### src/rtl/pkt_arb_mux.sv
// pkt_arb_mux: packet-aware N:1 mux that sits behind a round-robin arbiter.
// It drives the arbiter request/enable lines, locks onto the granted port for
// a whole packet, and registers the winning beats through a 2-entry output
// FIFO (head register plus one skid entry) onto a single valid/ready link.

// Per-port ready decode: a port is accepted only when it is the current source.
module pkt_arb_mux_port #(
  parameter int IW  = 1,
  parameter int IDX = 0
) (
  input  logic          en,
  input  logic [IW-1:0] cur_idx,
  output logic          ready
);
  assign ready = en && (cur_idx == IW'(IDX));
endmodule

module pkt_arb_mux #(
  parameter  int N         = 2,
  parameter  int W         = 64,
  parameter  int MAX_BEATS = 16,
  localparam int IW        = (N > 1) ? $clog2(N) : 1,
  localparam int CW        = $clog2(MAX_BEATS + 1)
) (
  input  logic           clk,
  input  logic           rst,
  input  logic [N-1:0]   in_valid,
  input  logic [N*W-1:0] in_data,
  input  logic [N-1:0]   in_last,
  output logic [N-1:0]   in_ready,
  output logic [N-1:0]   arb_req,
  output logic           arb_enable,
  input  logic [N-1:0]   arb_gnt,
  output logic           out_valid,
  output logic [W-1:0]   out_data,
  output logic           out_last,
  output logic [IW-1:0]  out_src,
  input  logic           out_ready,
  output logic           err_overlen
);

  typedef enum logic {IDLE, BUSY} state_t;

  state_t        state, state_nxt;
  logic [IW-1:0] sel, gnt_idx, cur_idx;
  logic          gnt_any;
  logic [CW-1:0] beat_cnt, cnt_base;
  logic          acc_en, push, push_last, force_end;
  logic [W-1:0]  push_data;
  logic          fifo_full, pop;
  logic          sk_valid, sk_last;
  logic [W-1:0]  sk_data;
  logic [IW-1:0] sk_src;

  assign arb_req = in_valid;
  assign gnt_any = |arb_gnt;

  // Grant decode: lowest set bit wins if the arbiter ever gives more than one.
  always_comb begin
    gnt_idx = '0;
    for (int i = N - 1; i >= 0; i--)
      if (arb_gnt[i]) gnt_idx = IW'(i);
  end

  // Source selection, accept gating and next state. In IDLE the granted port
  // is taken in the same cycle so a new packet starts with no bubble.
  always_comb begin
    state_nxt  = state;
    cur_idx    = sel;
    cnt_base   = beat_cnt;
    acc_en     = 1'b0;
    arb_enable = 1'b0;
    unique case (state)
      IDLE: begin
        arb_enable = !fifo_full;
        cur_idx    = gnt_idx;
        cnt_base   = '0;
        acc_en     = gnt_any && in_valid[gnt_idx] && !fifo_full;
      end
      BUSY:    acc_en = !fifo_full;
      default: ;
    endcase
    // A beat accepted while reset is high would be lost, so accept nothing.
    if (rst) acc_en = 1'b0;
    push      = acc_en && in_valid[cur_idx];
    push_data = in_data[cur_idx*W +: W];
    // Beat number MAX_BEATS without a last flag closes the packet by force.
    force_end = !in_last[cur_idx] && (cnt_base == CW'(MAX_BEATS - 1));
    push_last = in_last[cur_idx] || force_end;
    if (push) state_nxt = push_last ? IDLE : BUSY;
  end

  for (genvar i = 0; i < N; i++) begin : g_port
    pkt_arb_mux_port #(.IW(IW), .IDX(i)) u_port (
      .en      (acc_en),
      .cur_idx (cur_idx),
      .ready   (in_ready[i])
    );
  end

  // Packet FSM state, held source and saturating beat counter.
  always_ff @(posedge clk) begin
    if (rst) begin
      state       <= IDLE;
      sel         <= '0;
      beat_cnt    <= '0;
      err_overlen <= 1'b0;
    end else begin
      state       <= state_nxt;
      err_overlen <= push && force_end;
      if (push) begin
        sel      <= cur_idx;
        beat_cnt <= (cnt_base >= CW'(MAX_BEATS)) ? cnt_base : cnt_base + 1'b1;
      end
    end
  end

  assign fifo_full = out_valid && sk_valid;
  assign pop       = out_valid && out_ready;

  // Output FIFO: the head register drives out_* directly, the skid entry
  // absorbs one beat while downstream stalls; out_* hold while stalled.
  always_ff @(posedge clk) begin
    if (rst) begin
      out_valid <= 1'b0;
      out_data  <= '0;
      out_last  <= 1'b0;
      out_src   <= '0;
      sk_valid  <= 1'b0;
      sk_data   <= '0;
      sk_last   <= 1'b0;
      sk_src    <= '0;
    end else if (pop || !out_valid) begin
      if (sk_valid) begin
        out_valid <= 1'b1;
        out_data  <= sk_data;
        out_last  <= sk_last;
        out_src   <= sk_src;
        sk_valid  <= push;
        if (push) begin
          sk_data <= push_data;
          sk_last <= push_last;
          sk_src  <= cur_idx;
        end
      end else begin
        out_valid <= push;
        if (push) begin
          out_data <= push_data;
          out_last <= push_last;
          out_src  <= cur_idx;
        end
      end
    end else if (push) begin
      sk_valid <= 1'b1;
      sk_data  <= push_data;
      sk_last  <= push_last;
      sk_src   <= cur_idx;
    end
  end

  // Arbiter grants are expected one-hot; report anything else seen in IDLE.
  always_ff @(posedge clk) begin
    if (!rst && state == IDLE && gnt_any)
      assert ($onehot(arb_gnt))
      else $warning("pkt_arb_mux: arb_gnt %b not one-hot, lowest bit taken", arb_gnt);
  end

endmodule
### config.mk
export PLATFORM = sky130hd
export DESIGN_NAME = pkt_arb_mux
export DESIGN_NICKNAME = d
export VERILOG_FILES = /design/src/rtl/pkt_arb_mux.sv
export SDC_FILE = /design/constraint.sdc
export NUM_CORES = 1
export LEC_CHECK = 0
export CAP_MARGIN = 15
export CORE_AREA = 2 2 136 138
export DETAILED_ROUTE_END_ITERATION = 8
export DIE_AREA = 0 0 138 140
export PLACE_DENSITY = 0.69
export SETUP_SLACK_MARGIN = 0.5
export SYNTH_ARGS = -nofsm -noshare
export SYNTH_HDL_FRONTEND = slang
export SYNTH_HIERARCHICAL = 1
export SYNTH_SLANG_ARGS = --single-unit
### constraint.sdc
create_clock -name clk -period 2.7 [get_ports clk]
set_input_delay 0.405 -clock clk [delete_from_list [all_inputs] [get_ports clk]]
set_output_delay 0.405 -clock clk [all_outputs]
set_load 0.01 [all_outputs]
Yosys cells after proc, flatten, opt, wreduce, memory -nomap -nowiden
Cells that the tools add are included.
Widths: inputs -> output; s select.

word-level totals
  register bits after elaboration = 142
  bits of input ports = 137
  output and inout port bits = 73
  logic and storage cells = 73

cells by class
  add/sub/neg operators = 1
  order comparisons = 3
  equal/unequal tests = 2
  shifts and indexed selects = 1
  mux-type cells = 34
  bitwise logic cells = 2
  reduce and logical (&&, ||, !) cells = 18

operator list
  operator             number
  $mux 64              5
  $shiftx 128x8->64    1
  $mux 1               26
  $mux 5               2
  $logic_and 1x1->1    9
  $add 5x1->5 const B  1
  $eq 5x4->1 const B   1
  $ge 5x5->1 const B   1
  $lt 1x2->1 const B   2
  $reduce_bool 2->1    2
  $logic_not 1->1      3
  $logic_or 1x1->1     2
  $ne 2x2->1 const B   1
  $not 1->1            2
  $pmux 1 s2           1
  $reduce_and 2->1     1
  $reduce_or 2->1      1

Depth between registers and ports, before layout
  word-level depth = 12
  gate-level depth with buffers = 8
  depth with buffers taken out = 7

Cells and area by module
Netlist, hierarchy kept.

modules (own cells, without submodules)
  module                                instances  cells each  area each (sq um)  seq. area each (sq um)
  pkt_arb_mux                           1          820         6962.9             2842.7
  pkt_arb_mux_port at g_port[0].u_port  1          1           13.8               0.0
  pkt_arb_mux_port at g_port[1].u_port  1          1           6.3                0.0

Worst setup path before layout
OpenSTA, ideal clock, no wires.

  path kind = input to register
  start point = in arb_gnt[0]
  end point = reg out_data[0]
  library setup time = 0.119 ns
  arrival = 2.044 ns
  required time = 2.581 ns
  setup slack = 0.537 ns
  cell stages on the path = 8
  buffers on the path = 3
  cells stage by stage = or3b_1 clkbuf_1 nand2_1 buf_2 buf_2 mux2_2 o21ai_0 o21ai_1

between the ends
  elaborated cells between the ends (all ways) = 17
  classes of those cells = 1 x shift; 10 x mux; 6 x reduce/logical

RTL lines
  element                                                                    line  source
  from (decl)                                                                33    input logic [N-1:0] arb_gnt,
  $mux 1 (*)                                                                 62    if (arb_gnt[i]) gnt_idx = IW'(i);
  $mux 1 (*)                                                                 73    unique case (state)
  named net cur_idx                                                          45    logic [IW-1:0] sel, gnt_idx, cur_idx;
  parallel branches: the longest is 5 deep, another holds $shiftx 128x8->64  --
  to (signal assigned)                                                       136   out_data <= sk_data;
  to (signal assigned)                                                       148   out_data <= push_data;
  to (decl)                                                                  35    output logic [W-1:0] out_data,

Mark *: on every way through the listed nets, which the timed path passes. The select of a mux whose other input is x is not followed.
A chain may end at the register's enable or synchronous reset.

Worst setup path in the final report
  start point = reg state
  end point = reg out_data[12]

between the ends
  longest elaborated chain between the ends = 6
  elaborated cells between the ends (all ways) = 12
  classes of those cells = 1 x shift; 7 x mux; 1 x bitwise; 3 x reduce/logical

RTL lines
  element                                                                    line  source
  from (decl)                                                                44    state_t state, state_nxt;
  from (signal assigned)                                                     109   state <= state_nxt;
  parallel branches: the longest is 6 deep, another holds $shiftx 128x8->64  --

Parallel ways; which one is timed is not known. The select of a mux whose other input is x is not followed.

==> impl_metrics.ini <==
[status]
status = complete, no violations

[yosys]
synthTopCellsByCount = dfxtp_1, o21ai_0, a21oi_1, nand2_1, inv_1
ys.flop_type = dfxtp_1
synth_area_um2 = 6983
synth_area_leaders = dfxtp_1, mux2_2, nand4b_1
synth-edff-count = 0
synthesis.nets = 961
syn-instance-count = 822
ys_seq_area_frac = 0.4071
synth_top_area_frac = 0.4071
synth_area_per_cell_um2 = 8.495
synthArstFlopShare = 0
yosysWarnings = 6
yosysTopAreaCell = dfxtp_1
synth.distinct_cells = 43
synth.most_common_cell = dfxtp_1
ys_ff_latch = 142

[sta]
drv_slew = 0
setup_tns_ns = 0
worst_slack_ns = 0.5655
finalCritPeriodShare = 0.7906
clock.fmax_mhz = 468.5
max_slew_margin = 0.3084
holdWs_ns = 0.4602
worstMarginPinSlew_ns = 1.037
fin_skew_ns = 0.01162
setup_viol = 0
hold_violations = 0
min_period_ns = 2.135
rsz0062_at_grt = true

[clocking]
root_buffer = clkbuf_16
clk_latency_ns = 0.41
clkSinkCount = 142
htree_levels = 4
cts_hold_buf = 0
clkTransAtPathRegs_ns = 0.06
numCtsBuffers = 17
clk_path_buf_depth = 2
tritoncts = done

[cells_and_area]
nFillCells = 1592
fin_nets = 1155
drive_above_1_share = 0.1642
area_delta_synth_final_pct = 47.37
final_cell_area_um2 = 10290
antenna_cells = 0
top_regs = out_data x64, sk_data x64, beat_cnt x5
final_util = 0.5788

[worst_setup_path]
worst_setup_path_end_kind = flop
slowest_stage = or3b_4
cp.arrival_ns = 2.48
crit_path_cell_trace = or3b_4, a21bo_1, buf_4, a211oi_2, buf_4, o21ai_4, buf_12, clkbuf_16, o21ai_0
crit_top_cell = buf_4
startpoint_type = flop
crit_fanout = 17
path_class = reg -> reg
max_stage_delay_ns = 0.43
crit_required_ns = 3.04
crit_buf_inv = 4
path_delay_family = buffers and inverters

[grt]
grt-ovfl-total = 0
antenna_found_initial = 0
grt_pass1_wl_um = 31020
grtUsageTotal = 0.1918
grt_max_degree = 114
grt_pass1_vias = 6149

[route]
drc_errors = 0
post_drt_via_cell_ratio = 5.292
postRouteAntennaNets = 0
first_iter_violations = 387
first_pass_iters = 5
vias = 6657
wl_per_cell_um = 15.69
routed_wl_um = 19730

[power]
p_per_area_nw_per_um2 = 513.1
ir_drop_uv = 409.0
p_leak_nw = 3.522

[place]
place_area_um2 = 9484
pre_cts_ws_ns = 0.02529
gp_congestion = 0.8158
io_buffers = 209
dp_hpwl_um = 12620

[floorplanning]
fp.dieH_um = 140
fp.dieW_um = 138
io_pins = 210
dieArea_um2 = 19320
initial_core_util = 0.3928
rows = 49
fp.coreArea_um2 = 17780

[hold_path]
hp-class = in -> reg

[run]
cap_violations = 0
-- cell families after synthesis --
| logic type | after synthesis | share of synthesized area |
|---|---|---|
| compound gates | 291 | 0.2430 |
| fa+ha+maj | 2 | 0.003583 |
| buf+inv | 153 | 0.09281 |
| flops | 142 | 0.4071 |
| mux | 64 | 0.1032 |
| simple gates | 170 | 0.1503 |
-- cell type report --
class	instances	area [um^2]	area share
tap	229	286.5	0.02784
multi-input combinational	527	3575	0.3474
timing repair buffer	259	2726	0.2649
sequential	142	2849	0.2768
clock buffer	18	429.2	0.04170
inverter	69	259.0	0.02517
clock inverter	14	166.4	0.01617
-- routing by layer --
layer / vias to the layer above / global-route usage / part of all wire
met5: - / 0 / 0
met4: 0 / 0.03652 / 0.0094
met3: 16 / 0.06632 / 0.069
met2: 215 / 0.3108 / 0.47
met1: 3083 / 0.2505 / 0.45
li1: 3343 / - / -
-- what timing repair did --
| action | in CTS | in global routing |
|---|---|---|
| pin swaps | 1 | 5 |
| setup buffers | 1 | 1 |
| gates resized for setup | 12 | 16 |
| cloned | 0 | 5 |
| endpoints found under the setup margin | 10 | 95 |
-- per-stage QoR --
step | cells | power, W
CTS | 1252 | 0.005308
global route | 1258 | 0.005490
floorplan | 822 | 0.002530
global placement | 1219 | 0.002906
detailed placement | 1219 | 0.002913
finish | 1258 | 0.005280
-- layout by cell type (no fill, tap or decap), types with 3 or more instances in the layout --
| master | Yosys | final |
|---|---|---|
| clkdlybuf4s50_1 | 0 | 204 |
| bufinv_16 | 0 | 3 |
| inv_1 | 69 | 69 |
| clkinv_2 | 0 | 4 |
| nand2_1 | 72 | 69 |
| mux2_2 | 64 | 64 |
| and3_1 | 3 | 3 |
| nor2_1 | 6 | 6 |
| o21ai_1 | 51 | 52 |
| and2_1 | 4 | 4 |
| clkinvlp_4 | 0 | 4 |
| dfxtp_1 | 142 | 139 |
| a21oi_1 | 76 | 75 |
| o31ai_1 | 65 | 65 |
| buf_12 | 0 | 14 |
| clkbuf_16 | 0 | 22 |
| nand2b_1 | 4 | 4 |
| nand3_1 | 4 | 3 |
| buf_4 | 3 | 30 |
| o21ai_0 | 80 | 77 |
| nand4b_1 | 65 | 65 |
-- power breakdown --
| group | leakage [nW] | switching (W) | total [W] | internal, W |
|---|---|---|---|---|
| registers | 1.15 | 0.0000256 | 0.00216 | 0.00214 |
| logic | 2.09 | 0.000295 | 0.000738 | 0.000443 |
| clock network | 0.282 | 0.000927 | 0.00238 | 0.00145 |
-- worst reg2reg max path: cells and delay by family, from the launching register on --
family / cells / cell delay [ns]
DFF: 1 / 0.36
AOI/OAI and AO/OA: 4 / 0.63
and+or+nand+nor: 1 / 0.43
buffers and inverters: 4 / 0.65
-- final timing paths --
kind | from | endpoint | slack [ns] | cells past startpoint
worst max-delay path | state | out_data[12] | 0.57 | 9
worst min register to register | sk_data[13] | sk_data[13] | 0.47 | 2
worst max register to register | state | out_data[12] | 0.57 | 9
worst min-delay path | arb_gnt[1] | sel | 0.46 | 4
Note: power is estimated with default switching activity, not from simulation.
